**src/rtl/sdram_port_arbiter.sv**
```systemverilog
// ---------------------------------------------------------------------------
// sdram_port_arbiter
//   Shares one SDRAM port between two cache controllers. A granted requester
//   owns the port for a whole block transfer: one setup cycle plus one strobe
//   cycle per word, followed by a one-cycle done pulse. Ties are broken
//   round-robin against the requester served last.
//
// Ports
//   clk                  clock, all state changes on the rising edge
//   rst                  asynchronous reset, active low
//   req0/req1            block-transfer request from controller 0/1
//   wr_rd0/wr_rd1        1 = write block to SDRAM, 0 = read block
//   blk_addr0/blk_addr1  block address of each requester
//   gnt0/gnt1            port ownership
//   done0/done1          one-cycle transfer-complete pulse
//   mem_addr             {latched block address, word offset}
//   mem_wr_rd            latched direction of the owner
//   memstrb              per-word SDRAM strobe
//   addr_offset_counter  current word offset within the block
// ---------------------------------------------------------------------------
module sdram_port_arbiter #(
    parameter int BLOCKSIZE_W = 4,
    parameter int ADDR_W      = 12
) (
    input  logic                          clk,
    input  logic                          rst,
    input  logic                          req0,
    input  logic                          req1,
    input  logic                          wr_rd0,
    input  logic                          wr_rd1,
    input  logic [ADDR_W-BLOCKSIZE_W-1:0] blk_addr0,
    input  logic [ADDR_W-BLOCKSIZE_W-1:0] blk_addr1,
    output logic                          gnt0,
    output logic                          gnt1,
    output logic                          done0,
    output logic                          done1,
    output logic [ADDR_W-1:0]             mem_addr,
    output logic                          mem_wr_rd,
    output logic                          memstrb,
    output logic [BLOCKSIZE_W-1:0]        addr_offset_counter
);

    localparam int BLK_W = ADDR_W - BLOCKSIZE_W;

    typedef enum logic [1:0] {
        IDLE = 2'd0,
        XFER = 2'd1,
        DONE = 2'd2
    } state_t;

    state_t                 state_q, state_d;
    logic                   gnt0_q, gnt0_d;
    logic                   gnt1_q, gnt1_d;
    logic                   done0_q, done0_d;
    logic                   done1_q, done1_d;
    logic                   last_q, last_d;      // 1 = controller 1 served last
    logic                   wr_q, wr_d;
    logic [BLK_W-1:0]       blk_q, blk_d;
    logic [BLOCKSIZE_W-1:0] off_q, off_d;
    logic                   strb_q, strb_d;
    logic                   win1;

    always_ff @(posedge clk or negedge rst) begin
        if (!rst) begin
            state_q <= IDLE;
            gnt0_q  <= 1'b0;
            gnt1_q  <= 1'b0;
            done0_q <= 1'b0;
            done1_q <= 1'b0;
            last_q  <= 1'b1;
            wr_q    <= 1'b0;
            blk_q   <= '0;
            off_q   <= '0;
            strb_q  <= 1'b0;
        end else begin
            state_q <= state_d;
            gnt0_q  <= gnt0_d;
            gnt1_q  <= gnt1_d;
            done0_q <= done0_d;
            done1_q <= done1_d;
            last_q  <= last_d;
            wr_q    <= wr_d;
            blk_q   <= blk_d;
            off_q   <= off_d;
            strb_q  <= strb_d;
        end
    end

    always_comb begin
        state_d = state_q;
        gnt0_d  = gnt0_q;
        gnt1_d  = gnt1_q;
        done0_d = 1'b0;
        done1_d = 1'b0;
        last_d  = last_q;
        wr_d    = wr_q;
        blk_d   = blk_q;
        off_d   = off_q;
        strb_d  = strb_q;
        // With a single requester it wins outright; on a tie the one not
        // served last wins.
        win1    = (req0 && req1) ? ~last_q : req1;

        case (state_q)
            IDLE: begin
                if (req0 || req1) begin
                    gnt0_d  = ~win1;
                    gnt1_d  = win1;
                    wr_d    = win1 ? wr_rd1 : wr_rd0;
                    blk_d   = win1 ? blk_addr1 : blk_addr0;
                    off_d   = '0;
                    strb_d  = 1'b0;
                    state_d = XFER;
                end
            end
            XFER: begin
                if (!strb_q) begin
                    strb_d = 1'b1;
                end else if (!(&off_q)) begin
                    off_d  = off_q + 1'b1;
                    strb_d = 1'b0;
                end else begin
                    // Last word strobed: hold the offset, raise the owner's done.
                    strb_d  = 1'b0;
                    done0_d = gnt0_q;
                    done1_d = gnt1_q;
                    state_d = DONE;
                end
            end
            DONE: begin
                gnt0_d  = 1'b0;
                gnt1_d  = 1'b0;
                off_d   = '0;
                last_d  = gnt1_q;
                state_d = IDLE;
            end
            default: begin
                state_d = IDLE;
            end
        endcase
    end

    assign gnt0                = gnt0_q;
    assign gnt1                = gnt1_q;
    assign done0               = done0_q;
    assign done1               = done1_q;
    assign mem_addr            = {blk_q, off_q};
    assign mem_wr_rd           = wr_q;
    assign memstrb             = strb_q;
    assign addr_offset_counter = off_q;

endmodule
```
**config.mk**
```make
export PLATFORM = sky130hd
export DESIGN_NAME = sdram_port_arbiter
export DESIGN_NICKNAME = d
export VERILOG_FILES = /design/src/rtl/sdram_port_arbiter.sv
export SDC_FILE = /design/constraint.sdc
export NUM_CORES = 1
export LEC_CHECK = 0
export BUFFER_PORTS_ARGS = -buffer_cell sky130_fd_sc_hd__buf_4
export CAP_MARGIN = 0
export CORE_MARGIN = 4
export CORE_UTILIZATION = 45
export DETAILED_ROUTE_END_ITERATION = 7
export HOLD_SLACK_MARGIN = 0.06
export PLACE_DENSITY = 0.79
export SLEW_MARGIN = 20
export SYNTH_ARGS = -nofsm -noshare
export SYNTH_HDL_FRONTEND = slang
export SYNTH_SLANG_ARGS = --single-unit
export TNS_END_PERCENT = 100
```
**constraint.sdc**
```tcl
create_clock -name clk -period 1.55 [get_ports clk]
set_clock_uncertainty 0.1 [all_clocks]
set_input_delay 0.0775 -clock clk [delete_from_list [all_inputs] [get_ports clk]]
set_output_delay 0.0775 -clock clk [all_outputs]
set_load 0.1 [all_outputs]
```
==> out/qor.csv <==
metric;value;unit
synth_fp_nets;122;
chipHeight;57.2;um
path_cells;ha_4 -> and3_1 -> and3_4 -> and2_1;
rsz0062_at_grt;false;
hold_ws;0.0822;ns
crit_cells;4;
hold_viol;0;
drt_iter0_drc;48;
slew_headroom;74.7;%
worstSetupPathType;register to register;
grt_max_degree;22;
drtPass1Iterations;4;
cts_buffers;3;
tightest_slew;0.379;ns
setup_viol_count_final;0;
min_period;1.48;ns
clockBufferDepth;2;
clkLatencyLatePin;0.30;ns
slowest_delay;0.53;ns
fin_crit_sh;95.3;%
yosys_warnings;0;
rrSetupSlack;0.07;ns
synth_cell_types;33;
coreArea;2250;um2
io-pin-count;44;
wl;3.04;mm
drive_gt1_share;39.4;%
wire_per_inst;16.6;um
critPathCaptureType;register;
viasPerCell;5.59;
synth_seq_cells;21;
h-tree-depth;1;
crit_required;1.66;ns
dp_slack;0.0939;ns
seq_area;539;um2
status;finished, final reports clean;
cp_max_fo;7;
io_buffers;43;
drv_cap;0;
clk_pin_slew;0.11;ns
fmax;677;MHz
antenna_found_initial;0;
synth_area_per_cell;11.0;um2
critical_path_buf_inv_count;0;
async_flop_share;100;%
synth_edf_count;0;
gp_congestion;0.804;
grt_usage;20.1;%
root_buffer;clkbuf_4;
crit_family;simple AND/OR/NAND/NOR gates;
crit_arrival;1.58;ns
cts_tree;yes;
fin_setup_tns;0;ns
synth.cell_area;1090;um2
cp_slowest_cell;dfrtp_4;
synth_cells;99;
setup_ws;0.0727;ns
fp-row-count;17;
synth_ff_type;dfrtp_1;
die-area;3270;um2
grt_pass1_vias;1061;
n_fill_cell;168;
nets;179;
n_antenna_cell;0;
antenna_left;0;
vias;1023;
multiInputGateArea;467;um2
overflow;0;
final_util;71.6;%
hp-class;input pin to asynchronous set/reset pin;
critPathLaunchType;register;
cts.sinks;21;
grt_pass1_wl;5.13;mm
place_hpwl;2.06;mm
die_w;57.2;um
syn2layout_area_growth;48.2;%
r2r_cells;4;
yosysSeqAreaShare;48.3;%
drc;0;
start_util;48.3;%
report.final.slew_viol_count;0;
worst register-to-register path, cell delays in order (launching register included):
cell and delay [ns]:
dfrtp_4 0.53, ha_4 0.18, and3_1 0.22, and3_4 0.20, and2_1 0.15
cells in the final DEF, fill, tap and decap left out, types with 4 or more instances in the layout:
| cell | netlist | final |
|---|---|---|
| dfrtp_2 | 0 | 4 |
| nand2_1 | 4 | 4 |
| a21boi_0 | 9 | 9 |
| buf_4 | 6 | 46 |
| o21ai_0 | 5 | 4 |
| a221o_1 | 9 | 9 |
| dfrtp_1 | 20 | 14 |
| dlygate4sd3_1 | 0 | 19 |
logic make-up after synthesis:
kind of cell | Yosys count | synth area share, %
and+or+nand+nor | 27 | 15.0
AOI/OAI and AO/OA | 33 | 24.1
DFF | 21 | 48.3
buffers and inverters | 16 | 10.4
muxes | 1 | 0.919
adders and majority gates | 1 | 1.15
final timing paths:
path,from,endpoint
max,addr_offset_counter[0],done0
min,rst,blk_q[2]
max reg2reg,addr_offset_counter[0],done0
min reg2reg,addr_offset_counter[2],addr_offset_counter[2]
max in group asynchronous,rst,last_q
min in group clk,req0,addr_offset_counter[3]
cell type report:
cell class / instances / area share [%]
Clock buffer: 3 / 1.39
Sequential cell: 21 / 33.4
Multi-Input combinational cell: 62 / 28.9
Inverter: 3 / 0.697
Clock inverter: 1 / 0.310
Tap cell: 28 / 2.17
Timing Repair Buffer: 65 / 33.2
repair_timing:
item,4_1_cts,5_1_grt
endpoints found under the setup margin,0,5
hold buffers,19,0
resized for setup,0,2
endpoints found under the hold margin,30,0
buffers inserted,0,0
layer usage:
layer	GRT usage (%)	wire length (um)	share of wire, %
met4	6.95	72	2.4
met2	32.3	1490	49
met5	0	0	0
met1	26.4	1280	42
met3	5.20	197	6.5
through the flow:
step / instances / area, um2
6_report: 183 / 1620
5_1_grt: 183 / 1620
4_1_cts: 183 / 1610
3_5_place_dp: 160 / 1400
3_3_place_gp: 160 / 1400
2_1_floorplan: 99 / 1120
synthesized netlist by cell type, types with 2 or more instances:
cell      count  area share [%]
dfrtp_1      20              46
a21boi_0      9             6.2
a221o_1       9             8.3
buf_4         6             4.1
o21ai_0       5             2.3
and3_1        4             2.3
buf_6         4             4.1
nand2_1       4             1.4
and2_1        3             1.7
inv_1         3             1.0
nand3_1       3             1.4
nand4_1       3             1.7
a32oi_1       2             1.6
clkbuf_1      2            0.69
nor3_1        2            0.92
nor4b_1       2             1.6
o31ai_1       2             1.4
state kept, by name (all words and copies together), names as in the netlist:
register,cells
state_q,2
blk_q,8
addr_offset_counter,4
mem_wr_rd,1
gnt0,1
memstrb,1
done1,1
done0,1
gnt1,1
last_q,1
Power is not shown: default switching activity piles up to over one toggle a cycle in this logic, so the estimate is an artifact.
